===== src/rtl/sort_share_arb.sv =====
// sort_share_arb
// Shares a single external 6-input sorting network between NUM_REQ
// requesters. Requests are granted round-robin, the winner's vector is
// driven onto srt_in, ownership is tracked through the sorter latency by a
// tag pipeline, and sorted results are returned in issue order through a
// small response FIFO.
//
// Ports:
//   clk, rst_n           clock (rising edge), asynchronous active-low reset
//   req_valid/req_data   per-requester request handshake; vector i at
//                        req_data[i*6*DATA_W +: 6*DATA_W]
//   req_ready            one-hot grant (or zero)
//   srt_valid/srt_in     issue strobe and vector presented to the sorter
//   srt_out              sorter result, ascending, SORT_LAT cycles later
//   rsp_valid            one-hot owner of the FIFO head
//   rsp_data/rsp_median  FIFO head vector and its element 2
//   rsp_ready            per-requester response accept
//   busy                 results in flight or buffered
module sort_share_arb #(
    parameter int NUM_REQ    = 4,
    parameter int DATA_W     = 32,
    parameter int SORT_LAT   = 0,
    parameter int FIFO_DEPTH = 4
) (
    input  logic                        clk,
    input  logic                        rst_n,
    input  logic [NUM_REQ-1:0]          req_valid,
    input  logic [NUM_REQ*6*DATA_W-1:0] req_data,
    output logic [NUM_REQ-1:0]          req_ready,
    output logic                        srt_valid,
    output logic [6*DATA_W-1:0]         srt_in,
    input  logic [6*DATA_W-1:0]         srt_out,
    output logic [NUM_REQ-1:0]          rsp_valid,
    output logic [6*DATA_W-1:0]         rsp_data,
    output logic [DATA_W-1:0]           rsp_median,
    input  logic [NUM_REQ-1:0]          rsp_ready,
    output logic                        busy
);
    localparam int VEC_W = 6 * DATA_W;
    localparam int ID_W  = $clog2(NUM_REQ);
    localparam int CNT_W = $clog2(FIFO_DEPTH + 1);
    localparam int PTR_W = (FIFO_DEPTH > 1) ? $clog2(FIFO_DEPTH) : 1;

    logic [ID_W-1:0]  rr_ptr_reg;
    logic [ID_W-1:0]  rr_ptr_next;
    logic [ID_W-1:0]  cand_id [NUM_REQ];
    logic [ID_W-1:0]  grant_id;
    logic             grant_found;
    logic [CNT_W-1:0] inflight;
    logic [CNT_W:0]   used;
    logic             can_issue;
    logic             accept;
    logic             wr_en;
    logic [ID_W-1:0]  wr_id;

    logic [VEC_W-1:0] data_mem [FIFO_DEPTH];
    logic [ID_W-1:0]  id_mem   [FIFO_DEPTH];
    logic [PTR_W-1:0] wr_ptr_reg;
    logic [PTR_W-1:0] rd_ptr_reg;
    logic [CNT_W-1:0] fifo_count_reg;
    logic [CNT_W-1:0] fifo_count_next;
    logic             fifo_empty;
    logic [ID_W-1:0]  head_id;
    logic             pop;

    // Candidate order for this cycle: rr_ptr, rr_ptr+1, ... wrapped.
    genvar gi;
    generate
        for (gi = 0; gi < NUM_REQ; gi++) begin : g_cand
            logic [ID_W:0] raw;
            assign raw = {1'b0, rr_ptr_reg} + (ID_W+1)'(gi);
            assign cand_id[gi] = (raw >= (ID_W+1)'(NUM_REQ)) ?
                                 ID_W'(raw - (ID_W+1)'(NUM_REQ)) : raw[ID_W-1:0];
        end
    endgenerate

    // Walk candidates from last to first so the earliest match wins.
    always_comb begin
        grant_found = 1'b0;
        grant_id    = '0;
        for (int k = NUM_REQ - 1; k >= 0; k--) begin
            if (req_valid[cand_id[k]]) begin
                grant_found = 1'b1;
                grant_id    = cand_id[k];
            end
        end
    end

    // Credits use registered counts only, so a pop frees a slot next cycle.
    assign used      = {1'b0, inflight} + {1'b0, fifo_count_reg};
    assign can_issue = used < (CNT_W+1)'(FIFO_DEPTH);
    // rst_n gating keeps the handshake quiet while reset is held.
    assign accept    = rst_n & can_issue & grant_found;

    generate
        for (gi = 0; gi < NUM_REQ; gi++) begin : g_ready
            assign req_ready[gi] = accept & (grant_id == ID_W'(gi));
        end
    endgenerate

    assign srt_valid = accept;
    assign srt_in    = accept ? req_data[grant_id*VEC_W +: VEC_W] : '0;

    assign rr_ptr_next = (grant_id == ID_W'(NUM_REQ - 1)) ? '0 : grant_id + 1'b1;

    always_ff @(posedge clk or negedge rst_n) begin
        if (!rst_n) begin
            rr_ptr_reg <= '0;
        end else if (accept) begin
            rr_ptr_reg <= rr_ptr_next;
        end
    end

    // Ownership tags travel alongside the sorter pipeline.
    generate
        if (SORT_LAT == 0) begin : g_nolat
            assign wr_en    = accept;
            assign wr_id    = grant_id;
            assign inflight = '0;
        end else begin : g_lat
            logic [SORT_LAT-1:0] tag_valid_reg;
            logic [ID_W-1:0]     tag_id_reg [SORT_LAT];
            logic [CNT_W-1:0]    inflight_reg;

            always_ff @(posedge clk or negedge rst_n) begin
                if (!rst_n) begin
                    tag_valid_reg <= '0;
                    for (int s = 0; s < SORT_LAT; s++) begin
                        tag_id_reg[s] <= '0;
                    end
                    inflight_reg <= '0;
                end else begin
                    tag_valid_reg[0] <= accept;
                    tag_id_reg[0]    <= grant_id;
                    for (int s = 1; s < SORT_LAT; s++) begin
                        tag_valid_reg[s] <= tag_valid_reg[s-1];
                        tag_id_reg[s]    <= tag_id_reg[s-1];
                    end
                    inflight_reg <= inflight_reg + CNT_W'(accept)
                                    - CNT_W'(tag_valid_reg[SORT_LAT-1]);
                end
            end

            assign wr_en    = tag_valid_reg[SORT_LAT-1];
            assign wr_id    = tag_id_reg[SORT_LAT-1];
            assign inflight = inflight_reg;
        end
    endgenerate

    // Response FIFO storage; contents are don't-care until written.
    always_ff @(posedge clk) begin
        if (wr_en) begin
            data_mem[wr_ptr_reg] <= srt_out;
            id_mem[wr_ptr_reg]   <= wr_id;
        end
    end

    assign fifo_empty = (fifo_count_reg == '0);
    assign head_id    = id_mem[rd_ptr_reg];

    generate
        for (gi = 0; gi < NUM_REQ; gi++) begin : g_rsp
            assign rsp_valid[gi] = !fifo_empty && (head_id == ID_W'(gi));
        end
    endgenerate

    // Only the head owner's rsp_ready can pop.
    assign pop             = |(rsp_valid & rsp_ready);
    assign fifo_count_next = fifo_count_reg + CNT_W'(wr_en) - CNT_W'(pop);

    always_ff @(posedge clk or negedge rst_n) begin
        if (!rst_n) begin
            wr_ptr_reg     <= '0;
            rd_ptr_reg     <= '0;
            fifo_count_reg <= '0;
        end else begin
            if (wr_en) begin
                wr_ptr_reg <= (wr_ptr_reg == PTR_W'(FIFO_DEPTH - 1)) ? '0 : wr_ptr_reg + 1'b1;
            end
            if (pop) begin
                rd_ptr_reg <= (rd_ptr_reg == PTR_W'(FIFO_DEPTH - 1)) ? '0 : rd_ptr_reg + 1'b1;
            end
            fifo_count_reg <= fifo_count_next;
        end
    end

    assign rsp_data   = fifo_empty ? '0 : data_mem[rd_ptr_reg];
    assign rsp_median = rsp_data[2*DATA_W +: DATA_W];
    assign busy       = (inflight != '0) || !fifo_empty;

endmodule

===== config.mk =====
export PLATFORM = sky130hd
export DESIGN_NAME = sort_share_arb
export DESIGN_NICKNAME = d
export VERILOG_FILES = /design/src/rtl/sort_share_arb.sv
export SDC_FILE = /design/constraint.sdc
export NUM_CORES = 1
export LEC_CHECK = 0
export CORE_AREA = 2 2 544 546
export CTS_BUF_LIST = sky130_fd_sc_hd__clkbuf_8
export DETAILED_ROUTE_END_ITERATION = 8
export DIE_AREA = 0 0 546 548
export PLACE_DENSITY = 0.37
export SLEW_MARGIN = 10
export SYNTH_ARGS = -nofsm -noshare
export SYNTH_HDL_FRONTEND = slang
export SYNTH_SLANG_ARGS = --single-unit
export TNS_END_PERCENT = 20

===== constraint.sdc =====
create_clock -name clk -period 6.3 [get_ports clk]
set_input_delay 1.26 -clock clk [delete_from_list [all_inputs] [get_ports clk]]
set_output_delay 1.26 -clock clk [all_outputs]
set_load 0.02 [all_outputs]

==> impl_metrics.csv, run 1 <==
group,metric,value,unit
route,drc,0,
placement,dp_slack,-189,ps
yosys,synthDistinctLibCells,34,
worst_setup_path,arrival,4940,ps
outcome,violations,"max-capacitance violations, max-slew violations",
yosys,synth_cells,2467,
worst_setup_path,cp-endpoint,"srt_in[126]",
yosys,yosys_warnings,0,
floorplanning,rows,199,
clock_tree,postCtsSetupBuffers,2,
power,p_clk_share,16.7,%
worst_setup_path,worst_path_dominant_cell_family,"buffers and inverters",
route,first_pass_iters,5,
route,num_vias,31400,
placement,gp_congestion,1.04,
sta,tns,0,ps
global_route,grt_pass1_vias,31600,
worst_setup_path,worst_path_most_repeated_cell,"buf_4",
route,wl,318000,um
worst_setup_path,slowest_stage,"a211oi_1",
worst_setup_path,reg2reg_slack,2950,ps
sta,worst_pin_slew,1520,ps
sta,max_freq,161,MHz
floorplanning,ios,1396,
clock_tree,cts_resized,0,
clock_tree,cts_sinks,785,
power,p_leak,20.3,nW
layout,fillers,31700,
clock_tree,clk_pin_slew,50,ps
power,power,26.7,mW
floorplanning,die_h,548,um
floorplanning,core-area,293000,um^2
sta,setup_viol,0,
worst_setup_path,worst_setup_path_start_kind,"primary input",
power,seqPwrFrac,25.3,%
worst_setup_path,startpoint,"req_valid[0]",
layout,syn_to_final_growth,66.1,%
layout,largest_reg_flops,768,
floorplanning,dieArea,299000,um^2
sta,clock_skew,68.3,ps
yosys,synthesis.area,36700,um^2
power,p_per_area,439,nW/um^2
worst_setup_path,reg2reg_depth,8,
clock_tree,cts_tree,"built",
layout,finalInstanceArea,60900,um^2
placement,port_buffers,1395,
worst_setup_path,cp_slowest_stage_delay,1020,ps
layout,final_cells,8076,
sta,fin_crit,6200,ps
clock_tree,h-tree-depth,4,
clock_tree,ctsHoldBuffers,0,
global_route,overflow,0,
placement,dp.cells,7733,
global_route,grt_pass1_wl,390000,um
worst_setup_path,crit_fanout,29,
floorplanning,start_util,12.5,%
sta,rsz0062_at_grt,"no",
power,p_sw_share,43.6,%
worst_setup_path,endpoint_kind,"primary output",
clock_tree,worstSkewPairLatency,880,ps
worst_setup_path,worst-path-stages,12,
global_route,grt_antenna_before_repair,231,
global_route,grt_start_max_net_pins,82,
clock_tree,numCtsBuffers,142,
layout,fin_nets,4942,
worst_setup_path,cp.required,5040,ps
placement,hpwl,268000,um
power,p_int,15.1,mW
floorplanning,die_x,546,um
outcome,run_status,"finished, violations left",
clock_tree,max-clock-path-buffers,3,
worst_setup_path,r2r_start,"rd_ptr_reg[0]",
run,cap_violations,1,
sta,worst_slack,104,ps
worst_setup_path,critical_path_class,"in -> out",
placement,placed_cell_area,58100,um^2
power,ir_worst_vdd,321,uV
route,wire_per_inst,39.3,um
worst_hold_path,hp-class,"reg -> reg",
yosys,synth-seq-area-share,64.2,%
global_route,grt_usage,20.5,%
worst_setup_path,r2r-end,"fifo_count_reg[1]",
power,power_switching,11.7,mW
route,antenna_left,0,
worst_setup_path,cp_num_buf_inv,7,
layout,layout-drive-gt1-share,19.2,%
yosys,ys_seq_elements,785,
sta,slew_violations,1,
route,first_iter_violations,2811,
sta,finalCritPeriodShare,98.4,%
clock_tree,clock-root-buffer,"clkbuf_8",
yosys,syn-num-nets,3449,
power,p_comb_share,58.1,%
route,via_per_inst,3.89,
sta,relSlewSlack,-0.821,%
yosys,synth.avg_cell_area,14.9,um^2
sta,final_hold_viol_count,0,
worst_setup_path,worstPathCellList,"clkdlybuf4s50_1 -> nor2b_1 -> o21bai_4 -> and2_4 -> inv_16 -> buf_4 -> buf_4 -> a211oi_1 -> a311oi_2 -> buf_4 -> buf_4 -> buf_12",
kinds of logic (layout without fill, tap and decap cells):
family	count (synthesis)	in the layout	share of synthesized area [%]
fa+ha+maj	12	12	0.430
buf+inv	278	1869	3.65
compound gates	392	392	8.69
mux	201	201	12.1
other cells	0	99	0
flops	785	785	64.2
xor+xnor	2	2	0.0478
simple gates	797	797	10.9
final cells by class:
cell class | instances | area, um^2 | share of cell area (%)
Timing Repair Buffer | 1616 | 17600 | 28.9
Sequential cell | 785 | 23500 | 38.6
Clock buffer | 142 | 1950 | 3.21
Inverter | 11 | 62.6 | 0.103
Antenna cell | 99 | 248 | 0.407
Multi-Input combinational cell | 1404 | 12000 | 19.7
Clock inverter | 100 | 587 | 0.964
Tap cell | 3919 | 4900 | 8.05
worst reg2reg max path: stages (launching register included):
cell	delay [ps]
dfrtp_4	910
buf_12	370
mux2_2	480
mux2i_1	160
o22ai_2	350
ha_1	310
inv_1	50
ha_1	160
fa_1	420
stage by stage:
stage | utilization (%) | hold WS [ps]
global route | 20.7 | 660
CTS | 20.7 | 628
detailed placement | 19.8 | 617
floorplan | - | 493
finish | 20.8 | 620
global placement | 19.8 | 595
Yosys cell counts (all sizes together):
cell type,number,area share [%]
a211oi,193,4.0
a21oi,1,0.014
a221o,1,0.027
a311oi,192,4.6
and2,201,3.4
and3,192,3.3
buf,130,2.1
clkbuf,137,1.4
clkinv,1,0.014
dfrtp,9,0.61
edfxtp,776,64
fa,1,0.055
ha,11,0.38
inv,10,0.10
mux2,3,0.092
mux2i,5,0.14
mux4,193,12
nand2,391,4.0
nand3b,1,0.020
nor2,3,0.031
nor2b,5,0.085
nor3,1,0.014
o21ai,3,0.041
o21bai,1,0.020
o22ai,1,0.034
or2,1,0.017
or3,1,0.017
or4,1,0.020
xnor2,1,0.024
xor2,1,0.024
worst min-delay path by stage:
stage / start / endpoint / slack (ps) / cells past startpoint
2_1_floorplan: rr_ptr_reg[0] / rr_ptr_reg[0] / 490 / 2
3_3_place_gp: wr_ptr_reg[0] / wr_ptr_reg[0] / 600 / 2
3_5_place_dp: wr_ptr_reg[1] / wr_ptr_reg[1] / 620 / 2
4_1_cts: wr_ptr_reg[1] / wr_ptr_reg[1] / 630 / 2
5_1_grt: rr_ptr_reg[0] / rr_ptr_reg[0] / 660 / 2
6_report: rr_ptr_reg[0] / rr_ptr_reg[0] / 620 / 2
per-layer routing:
layer  wire length (um)  part of all wire [%]  global-route usage (%)
met5                537                  0.17                       0
met1             120000                    38                    23.5
met4              19200                   6.1                    10.5
met2             147000                    46                    33.2
met3              30900                   9.7                    7.81
cell usage in the layout, fill, tap and decap left out, types with 2 or more instances in the layout:
cell             instances
a211oi_1               189
clkinvlp_4               3
o21ai_0                  3
clkinv_1                30
nor2_1                   3
buf_12                 190
diode_2                 99
nor2b_1                  5
dfrtp_1                  7
mux2_2                   3
inv_12                   4
mux4_2                 193
and2_1                 196
nand2_1                391
bufinv_16                2
clkinv_2                11
a211oi_2                 3
inv_16                   2
a311oi_1               169
inv_6                    3
and3_1                 192
ha_1                    11
and2_4                   5
clkdlybuf4s50_1       1241
a311oi_2                23
clkbuf_8               142
edfxtp_1               776
buf_4                  184
dfrtp_4                  2
clkinv_8                 4
inv_1                   51
mux2i_1                  5
power groups by stage:
stage	combinational, mW	sequential (mW)	clock, mW
after floorplan	6.84	6.81	0
after global placement	15.8	6.86	0
after detailed placement	15.8	6.88	0
after CTS	15.9	6.78	4.66
after global routing	16.2	6.82	4.86
final	15.5	6.75	4.45
Power figures use the tool's default switching activity.
==> inputs of run 2 (changes only) <==
Settings changed: CORE_AREA 2 2 544 546 to 2 2 543 545, DIE_AREA 0 0 546 548 to 0 0 545 547, PLACE_DENSITY 0.37 to 0.36.
Clock period 6.3 ns to 7.65 ns, I/O delays scaled along.
==> run 2 against run 1 <==
The run now ends clean; power is 18% lower; final cell count is 0.69% lower; worst hold slack worse by 29 ps; largest cell class unchanged; highest routed layer unchanged.
==> impl_metrics.csv, run 2 (synthesis gave the netlist of run 1 again) <==
group,metric,value,unit
outcome,run_status,"finished, final reports clean",
layout,largest_reg_flops,768,
clock_tree,max-clock-path-buffers,4,
worst_setup_path,endpoint_kind,"primary output",
worst_setup_path,slowest_stage,"a311oi_1",
floorplanning,dieArea,298000,um^2
route,via_per_inst,3.92,
sta,final_hold_viol_count,0,
clock_tree,ctsHoldBuffers,0,
worst_setup_path,reg2reg_depth,9,
worst_setup_path,startpoint,"req_valid[2]",
worst_setup_path,worst_path_most_repeated_cell,"buf_4",
power,p_per_area,362,nW/um^2
layout,fillers,31400,
global_route,grt_start_max_net_pins,147,
worst_setup_path,cp-endpoint,"srt_in[151]",
placement,hpwl,269000,um
sta,relSlewSlack,14.5,%
worst_setup_path,worstPathCellList,"clkdlybuf4s50_1 -> nor2b_1 -> a221o_4 -> and2_4 -> inv_16 -> buf_4 -> a211oi_1 -> a311oi_1 -> buf_4 -> buf_12",
worst_setup_path,critical_path_class,"in -> out",
route,first_pass_iters,5,
layout,syn_to_final_growth,64.6,%
clock_tree,cts_resized,0,
layout,final_cell_mix,"1213 x clkdlybuf4s50_1, 776 x edfxtp_1, 391 x nand2_1",
route,antenna_left,0,
clock_tree,worstSkewPairLatency,900,ps
worst_setup_path,r2r_start,"rd_ptr_reg[0]",
worst_setup_path,worst_setup_path_start_kind,"primary input",
route,drc,0,
route,first_iter_violations,2738,
clock_tree,cts_sinks,785,
clock_tree,numCtsBuffers,150,
sta,fin_crit,7420,ps
clock_tree,postCtsSetupBuffers,0,
floorplanning,ios,1396,
clock_tree,h-tree-depth,4,
floorplanning,die_h,547,um
global_route,grt_pass1_vias,31500,
clock_tree,clk_pin_slew,50,ps
global_route,grt_antenna_before_repair,276,
floorplanning,die_x,545,um
sta,clock_skew,77.5,ps
floorplanning,rows,199,
clock_tree,clock-root-buffer,"clkbuf_8",
sta,tns,0,ps
worst_setup_path,cp_slowest_stage_delay,920,ps
global_route,overflow,0,
sta,setup_viol,0,
sta,finalCritPeriodShare,97.1,%
floorplanning,core-area,293000,um^2
global_route,grt_pass1_wl,397000,um
sta,worst_slack,225,ps
worst_hold_path,hp-class,"reg -> reg",
worst_setup_path,arrival,5890,ps
clock_tree,cts_tree,"built",
layout,fin_nets,4886,
route,wire_per_inst,40.8,um
sta,max_freq,135,MHz
layout,layout-drive-gt1-share,18.3,%
worst_setup_path,r2r-end,"fifo_count_reg[2]",
sta,worst_pin_slew,1280,ps
worst_setup_path,cp.required,6120,ps
sta,slew_violations,0,
global_route,grt_usage,21.1,%
sta,rsz0062_at_grt,"no",
power,p_leak,20.0,nW
placement,port_buffers,1395,
worst_setup_path,reg2reg_slack,4230,ps
floorplanning,start_util,12.5,%
worst_setup_path,crit_fanout,109,
placement,dp_slack,340,ps
run,cap_violations,0,
power,ir_worst_vdd,309,uV
route,num_vias,31500,
placement,gp_congestion,0.973,
route,wl,327000,um
sta,whs,591,ps
layout,final_common_cell,"clkdlybuf4s50_1",
[run 2: area by class of cell]
class / count / area [um^2] / share of cell area, %
clock inverters: 95 / 418 / 0.693
clock buffers: 152 / 2090 / 3.47
multi-input cells: 1404 / 11900 / 19.8
flip-flops and latches: 785 / 23500 / 39.0
diodes: 102 / 255 / 0.423
repair buffers: 1552 / 17200 / 28.4
well taps: 3919 / 4900 / 8.13
inverters: 11 / 62.6 / 0.104
[run 2: critical path: cells and delay by family]
| kind | cells | cell delay, ps |
|---|---|---|
| and+or+nand+nor | 2 | 560 |
| AOI/OAI and AO/OA | 3 | 1670 |
| buffers and inverters | 5 | 1590 |
[run 2: metrics by stage]
step	area, um^2	std cells	util [%]	total power, mW
2_1_floorplan	36700	2467	-	11.2
3_5_place_dp	57600	7671	19.7	18.5
4_1_cts	60100	7918	20.5	22.3
5_1_grt	60200	7947	20.6	22.8
3_3_place_gp	57600	7671	19.7	18.5
6_report	60300	8020	20.6	21.8
[run 2: power breakdown]
part / leakage, nW / switching, mW / total, mW / internal [mW]
combinational: 11.4 / 7.50 / 12.6 / 5.11
clock: 1.46 / 1.80 / 3.66 / 1.86
sequential: 7.15 / 0.219 / 5.56 / 5.34
total: 20.0 / 9.52 / 21.8 / 12.3
[run 2: how the worst min path moves through the flow]
stage                  startpoint             to  slack, ps  depth (start not counted)
finish              rr_ptr_reg[0]  rr_ptr_reg[0]        590                          2
global route        rr_ptr_reg[0]  rr_ptr_reg[0]        640                          2
CTS                 rr_ptr_reg[0]  rr_ptr_reg[0]        600                          2
detailed placement  rr_ptr_reg[0]  rr_ptr_reg[0]        590                          2
global placement    rr_ptr_reg[0]  rr_ptr_reg[0]        580                          2
floorplan           rr_ptr_reg[0]  rr_ptr_reg[0]        490                          2
[run 2: metal layers]
metal | up-vias | share of wire [%] | track usage (%)
li1 | 12800 | - | -
met5 | - | 0.29 | 0
met2 | 1770 | 46 | 34.1
met1 | 16100 | 36 | 22.8
met4 | 146 | 5.5 | 9.64
met3 | 628 | 12 | 11.1
